**config.mk**
```make
export PLATFORM = sky130hd
export DESIGN_NAME = fp_add_arbiter
export DESIGN_NICKNAME = d
export VERILOG_FILES = /design/src/rtl/fp_arb_pkg.sv /design/src/rtl/floating_point_addition.sv /design/src/rtl/fp_add_arbiter.sv
export SDC_FILE = /design/constraint.sdc
export NUM_CORES = 1
export LEC_CHECK = 0
export ABC_AREA = 1
export CAP_MARGIN = 10
export CORE_MARGIN = 4
export CORE_UTILIZATION = 50
export DETAILED_ROUTE_END_ITERATION = 10
export PLACE_DENSITY = 0.73
export RECOVER_POWER = 100
export SLEW_MARGIN = 20
export SYNTH_ARGS = -nofsm -noshare
export SYNTH_HDL_FRONTEND = slang
export SYNTH_HIERARCHICAL = 1
export SYNTH_SLANG_ARGS = --single-unit
```
**constraint.sdc**
```tcl
create_clock -name clk_in -period 12 [get_ports clk_in]
set_input_delay 1.2 -clock clk_in [delete_from_list [all_inputs] [get_ports clk_in]]
set_output_delay 1.2 -clock clk_in [all_outputs]
set_load 0.1 [all_outputs]
```
**src/rtl/fp_arb_pkg.sv**
```systemverilog
// fp_arb_pkg: shared state encoding, requester ids and default widths for the FP add arbiter
package fp_arb_pkg;
  localparam int DEF_DATA_WIDTH = 32;
  localparam int DEF_MENT_WIDTH = 23;
  localparam int DEF_EXPO_WIDTH = 8;
  localparam int DEF_CNT_WIDTH = 16;
  localparam logic ID0 = 1'b0;
  localparam logic ID1 = 1'b1;
  typedef enum logic [1:0] {IDLE, EXEC, DONE} state_e;
endpackage

```
**src/rtl/floating_point_addition.sv**
```systemverilog
// floating_point_addition: combinational single-precision add/sub, truncating, denormals flushed to zero
module floating_point_addition
  import fp_arb_pkg::*;
#(
  parameter int DATA_WIDTH = DEF_DATA_WIDTH,
  parameter int MENT_WIDTH = DEF_MENT_WIDTH,
  parameter int EXPO_WIDTH = DEF_EXPO_WIDTH
)(
  input  logic [DATA_WIDTH-1:0] a_in,
  input  logic [DATA_WIDTH-1:0] b_in,
  input  logic                  opcode_in,
  output logic [DATA_WIDTH-1:0] res_out
);
  localparam int MW = MENT_WIDTH + 4;
  localparam int EMAX = (1 << EXPO_WIDTH) - 1;
  logic sa, sb, sr, swap;
  logic [EXPO_WIDTH-1:0] ea, eb, el, es;
  logic [MENT_WIDTH-1:0] fl, fs;
  logic [MW-1:0] ml, ms, mal;
  logic [MW:0] sum, norm;
  int sh, p, e;
  always_comb begin
    sa = a_in[DATA_WIDTH-1];
    sb = b_in[DATA_WIDTH-1] ^ opcode_in;
    ea = a_in[DATA_WIDTH-2 -: EXPO_WIDTH];
    eb = b_in[DATA_WIDTH-2 -: EXPO_WIDTH];
    swap = {ea, a_in[MENT_WIDTH-1:0]} < {eb, b_in[MENT_WIDTH-1:0]};
    el = swap ? eb : ea;
    es = swap ? ea : eb;
    fl = swap ? b_in[MENT_WIDTH-1:0] : a_in[MENT_WIDTH-1:0];
    fs = swap ? a_in[MENT_WIDTH-1:0] : b_in[MENT_WIDTH-1:0];
    sr = swap ? sb : sa;
    // hidden bit on top, three low bits keep alignment shifts from losing the carry-in
    ml = (el == '0) ? '0 : {1'b1, fl, 3'b000};
    ms = (es == '0) ? '0 : {1'b1, fs, 3'b000};
    sh = int'(el) - int'(es);
    mal = (sh >= MW) ? '0 : ms >> sh;
    sum = (sa ^ sb) ? {1'b0, ml} - {1'b0, mal} : {1'b0, ml} + {1'b0, mal};
    p = -1;
    for (int i = 0; i <= MW; i++) if (sum[i]) p = i;
    norm = sum;
    e = int'(el);
    if (p == MW) begin
      norm = sum >> 1;
      e = e + 1;
    end else if (p >= 0) begin
      norm = sum << (MW - 1 - p);
      e = e - (MW - 1 - p);
    end
    res_out = (p < 0 || e <= 0) ? '0 :
              (e >= EMAX) ? {sr, {EXPO_WIDTH{1'b1}}, {MENT_WIDTH{1'b0}}} :
              {sr, EXPO_WIDTH'(e), MENT_WIDTH'(norm >> 3)};
  end
endmodule

```
**src/rtl/fp_add_arbiter.sv**
```systemverilog
// fp_add_arbiter: round-robin front end sharing one FP adder between two requesters
module fp_add_arbiter
  import fp_arb_pkg::*;
#(
  parameter int DATA_WIDTH = DEF_DATA_WIDTH,
  parameter int MENT_WIDTH = DEF_MENT_WIDTH,
  parameter int EXPO_WIDTH = DEF_EXPO_WIDTH,
  parameter int CNT_WIDTH  = DEF_CNT_WIDTH
)(
  input  logic                  clk_in,
  input  logic                  rst_in,
  input  logic                  req0_valid_in,
  output logic                  req0_ready_out,
  input  logic [DATA_WIDTH-1:0] req0_a_in,
  input  logic [DATA_WIDTH-1:0] req0_b_in,
  input  logic                  req0_opcode_in,
  input  logic                  req1_valid_in,
  output logic                  req1_ready_out,
  input  logic [DATA_WIDTH-1:0] req1_a_in,
  input  logic [DATA_WIDTH-1:0] req1_b_in,
  input  logic                  req1_opcode_in,
  output logic                  res_valid_out,
  input  logic                  res_ready_in,
  output logic [DATA_WIDTH-1:0] res_data_out,
  output logic                  res_id_out,
  output logic                  busy_out,
  output logic [CNT_WIDTH-1:0]  ops_done_out
);
  state_e state_q, state_d;
  logic [DATA_WIDTH-1:0] a_q, a_d, b_q, b_d, res_data_q, res_data_d, sum;
  logic op_q, op_d, id_q, id_d, last_id_q, last_id_d, res_id_q, res_id_d;
  logic gnt_id, idle_gnt;
  logic [CNT_WIDTH-1:0] cnt_q, cnt_d;
  floating_point_addition #(
    .DATA_WIDTH(DATA_WIDTH),
    .MENT_WIDTH(MENT_WIDTH),
    .EXPO_WIDTH(EXPO_WIDTH)
  ) u_fpadd (
    .a_in(a_q),
    .b_in(b_q),
    .opcode_in(op_q),
    .res_out(sum)
  );
  always_comb begin
    gnt_id = (req0_valid_in && req1_valid_in) ? ~last_id_q : (req1_valid_in ? ID1 : ID0);
    idle_gnt = state_q == IDLE && !rst_in && (req0_valid_in || req1_valid_in);
    req0_ready_out = idle_gnt && gnt_id == ID0;
    req1_ready_out = idle_gnt && gnt_id == ID1;
    state_d = state_q;
    a_d = a_q;
    b_d = b_q;
    op_d = op_q;
    id_d = id_q;
    last_id_d = last_id_q;
    res_data_d = res_data_q;
    res_id_d = res_id_q;
    cnt_d = cnt_q;
    if (idle_gnt) begin
      state_d = EXEC;
      a_d = gnt_id ? req1_a_in : req0_a_in;
      b_d = gnt_id ? req1_b_in : req0_b_in;
      op_d = gnt_id ? req1_opcode_in : req0_opcode_in;
      id_d = gnt_id;
      last_id_d = gnt_id;
    end else if (state_q == EXEC) begin
      state_d = DONE;
      res_data_d = sum;
      res_id_d = id_q;
    end else if (state_q == DONE && res_ready_in) begin
      state_d = IDLE;
      cnt_d = cnt_q + 1'b1;
    end
  end
  always_ff @(posedge clk_in) begin
    if (rst_in) begin
      state_q <= IDLE;
      a_q <= '0;
      b_q <= '0;
      op_q <= 1'b0;
      id_q <= ID0;
      last_id_q <= ID1;
      res_data_q <= '0;
      res_id_q <= ID0;
      cnt_q <= '0;
    end else begin
      state_q <= state_d;
      a_q <= a_d;
      b_q <= b_d;
      op_q <= op_d;
      id_q <= id_d;
      last_id_q <= last_id_d;
      res_data_q <= res_data_d;
      res_id_q <= res_id_d;
      cnt_q <= cnt_d;
    end
  end
  assign res_valid_out = state_q == DONE;
  assign busy_out = state_q != IDLE;
  assign res_data_out = res_data_q;
  assign res_id_out = res_id_q;
  assign ops_done_out = cnt_q;
endmodule
```
==> results.py <==
metrics = {
    "status": {
        "outcome": "finished, violations left",
        "violations": "max-capacitance violations, max-slew violations",
    },
    "cts": {
        "clockBufferDepth": 2,
        "cts.htree.levels": 4,
        "cts_tree": "yes",
        "clk_pin_slew_worst_paths_ns": 0.06,
        "numCtsBuffers": 17,
        "cts.sinks": 118,
        "clkLatencyLatePin_ns": 0.43,
        "cts_root_buf": "clkbuf_16",
    },
    "floorplan": {
        "dieArea_sq_um": 33000,
        "initial_core_util_pct": 50.7,
        "fp.dieH_um": 182,
        "core_sq_um": 29700,
        "pin_count": 188,
        "rows": 63,
        "dieWidth_um": 182,
    },
    "grt": {
        "overflow": 0,
        "antenna_found_initial": 0,
        "globalRouteTotalUtil_pct": 30.3,
        "grt_pass1_vias": 16500,
        "grt_pass1_wl_mm": 83.8,
        "grt_max_degree": 72,
    },
    "timing": {
        "setup_viol": 0,
        "relSlewSlack_pct": -114,
        "fin_skew_ns": 0.0150,
        "post-route-min-period_ns": 11.18,
        "worst_slew_pin_slew_ns": 3.22,
        "finalCritPeriodShare_pct": 93.2,
        "fmax_mhz": 89.4,
        "hold_violations": 0,
        "finalWorstSetupSlack_ns": 0.815,
        "fin_tns_setup_ns": 0,
        "drv_slew": 208,
    },
    "worst_setup_path": {
        "criticalPathCategory": "flip-flop to flip-flop",
        "crit_top_cell": "nand2_1",
        "critPathRequiredTime_ns": 12.36,
        "arrival_ns": 11.54,
        "cp_slowest_cell": "ha_2",
        "worstSetupEndpointType": "flip-flop",
        "cp_max_fo": 20,
        "start_kind": "flip-flop",
        "critical-path-max-stage-delay_ns": 0.38,
    },
    "synthesis": {
        "syn_area_sq_um": 15100,
        "syn_inst": 2740,
        "synth_edf_count": 0,
        "ys_ff_latch": 118,
        "ys_seq_area_share_pct": 15.7,
        "synth.avg_cell_area_sq_um": 5.50,
        "synthFlopType": "dfxtp_1",
        "async_flop_share_pct": 0,
        "synth.distinct_cells": 63,
        "synth_nets": 2958,
        "yosysWarnings": 6,
    },
    "drt": {
        "drt_iter0_markers": 1683,
        "vias": 18000,
        "detail-route-antenna-nets": 0,
        "routed_wl_mm": 52.4,
        "drt_first_pass_iters": 6,
        "wl_per_cell_um": 16.0,
        "drc": 0,
        "via_per_inst": 5.50,
    },
    "place": {
        "routabilityCongestion": 1.03,
        "dp.cells": 3236,
        "pre_cts_ws_ns": 0.313,
        "port_buffers": 187,
        "place_hpwl_mm": 41.4,
    },
    "run": {
        "drv_cap": 3,
    },
    "layout": {
        "nets": 3097,
        "layout-drive-gt1-share_pct": 9.02,
        "diodes": 0,
        "seqCellArea_sq_um": 2360,
        "syn2layout_area_growth_pct": 20.2,
        "layout_commonest_cell": "nand2_1",
        "layoutNonFillerInstCount": 3282,
        "fill_cells": 2990,
        "final_cell_mix": "nand2_1, nor2_1, nand3_1",
        "multi_input_area_sq_um": 11400,
    },
    "min_path": {
        "holdCritPathClass": "flip-flop to flip-flop",
    },
}
cells by family after synthesis:
logic type,Yosys count,synth area share [%]
buffers and inverters,377,10.5
multiplexers,4,0.349
adder cells (fa/ha/maj),83,6.94
AO/OA/AOI/OAI,394,14.9
AND/OR/NAND/NOR,1701,47.8
XOR/XNOR,63,3.76
flip-flops,118,15.7
layout make-up:
type | count | share of cell area (%)
Tap cell | 390 | 2.70
Clock buffer | 18 | 2.43
Timing Repair Buffer | 252 | 13.1
Inverter | 243 | 5.13
Multi-Input combinational cell | 2246 | 63.0
Sequential cell | 118 | 13.0
Clock inverter | 14 | 0.567
Timing Repair inverter | 1 | 0.0346
cell usage after synthesis (4+ instances only):
library cell,n,area share (%)
xor2_1,41,2.4
a21oi_2,11,0.64
buf_2,42,1.4
nor3_1,17,0.56
or2_2,8,0.33
o21ai_0,126,4.2
buf_6,8,0.60
nor2_2,6,0.25
nand2_2,39,1.6
xnor2_1,20,1.2
a31oi_1,14,0.58
ha_1,82,6.8
nand4_1,40,1.7
nand3b_1,11,0.55
dfxtp_1,118,16
a32oi_1,4,0.23
a211oi_1,25,1.2
buf_4,7,0.35
inv_1,221,5.5
nand2_4,7,0.52
a21oi_1,160,5.3
buf_1,13,0.32
inv_2,14,0.35
nor2_1,268,6.7
o21ai_1,23,0.76
nand2_1,1027,26
nor4_1,8,0.33
nand3_2,7,0.47
clkbuf_1,62,1.5
o21ai_2,4,0.23
nand3_1,243,8.1
clkinv_1,6,0.15
nor2_4,7,0.52
and2_1,5,0.21
sequential cells by signal (all words and copies together) (netlist names):
signal / cells
b_q: 32
a_q: 32
state_q: 2
id_q: 1
last_id_q: 1
res_data_out: 32
res_id_out: 1
op_q: 1
ops_done_out: 16
layer usage:
metal	track usage (%)	part of all wire (%)	vias up
li1	-	-	9120
met1	42.2	45	8127
met2	48.3	44	686
met3	4.15	7.2	111
met4	10.1	3.4	0
met5	0	0	-
final timing paths:
check	startpoint	end	slack, ns	cells after the start
max	b_q[27]	res_data_out[6]	0.82	78
max reg2reg	b_q[27]	res_data_out[6]	0.82	78
min reg2reg	b_q[29]	b_q[29]	0.47	2
min	b_q[29]	b_q[29]	0.47	2
worst max-delay path: cells and delay by family, from the launching register on:
kind | cells | cell delay [ns]
simple gates | 50 | 5.94
compound gates | 11 | 1.96
fa+ha+maj | 5 | 1.39
buf+inv | 10 | 1.05
xor+xnor | 2 | 0.41
flops | 1 | 0.35
through the flow:
stage          instance area, sq um  hold WS, ns  utilization, %
6_report                      18100        0.469            60.9
5_1_grt                       18100        0.483            60.9
4_1_cts                       17700        0.468            59.6
3_5_place_dp                  17200        0.459            57.8
3_3_place_gp                  17200        0.455            57.8
2_1_floorplan                 15100        0.442               -
timing repair:
item,in CTS,in global routing
hold buffers,0,0
hold endpoints to repair,0,0
endpoints found under the setup margin,0,32
setup buffers,0,11
gates resized for setup,0,73
Power is not shown: default switching activity piles up to over one toggle a cycle in this logic, so the estimate is an artifact.
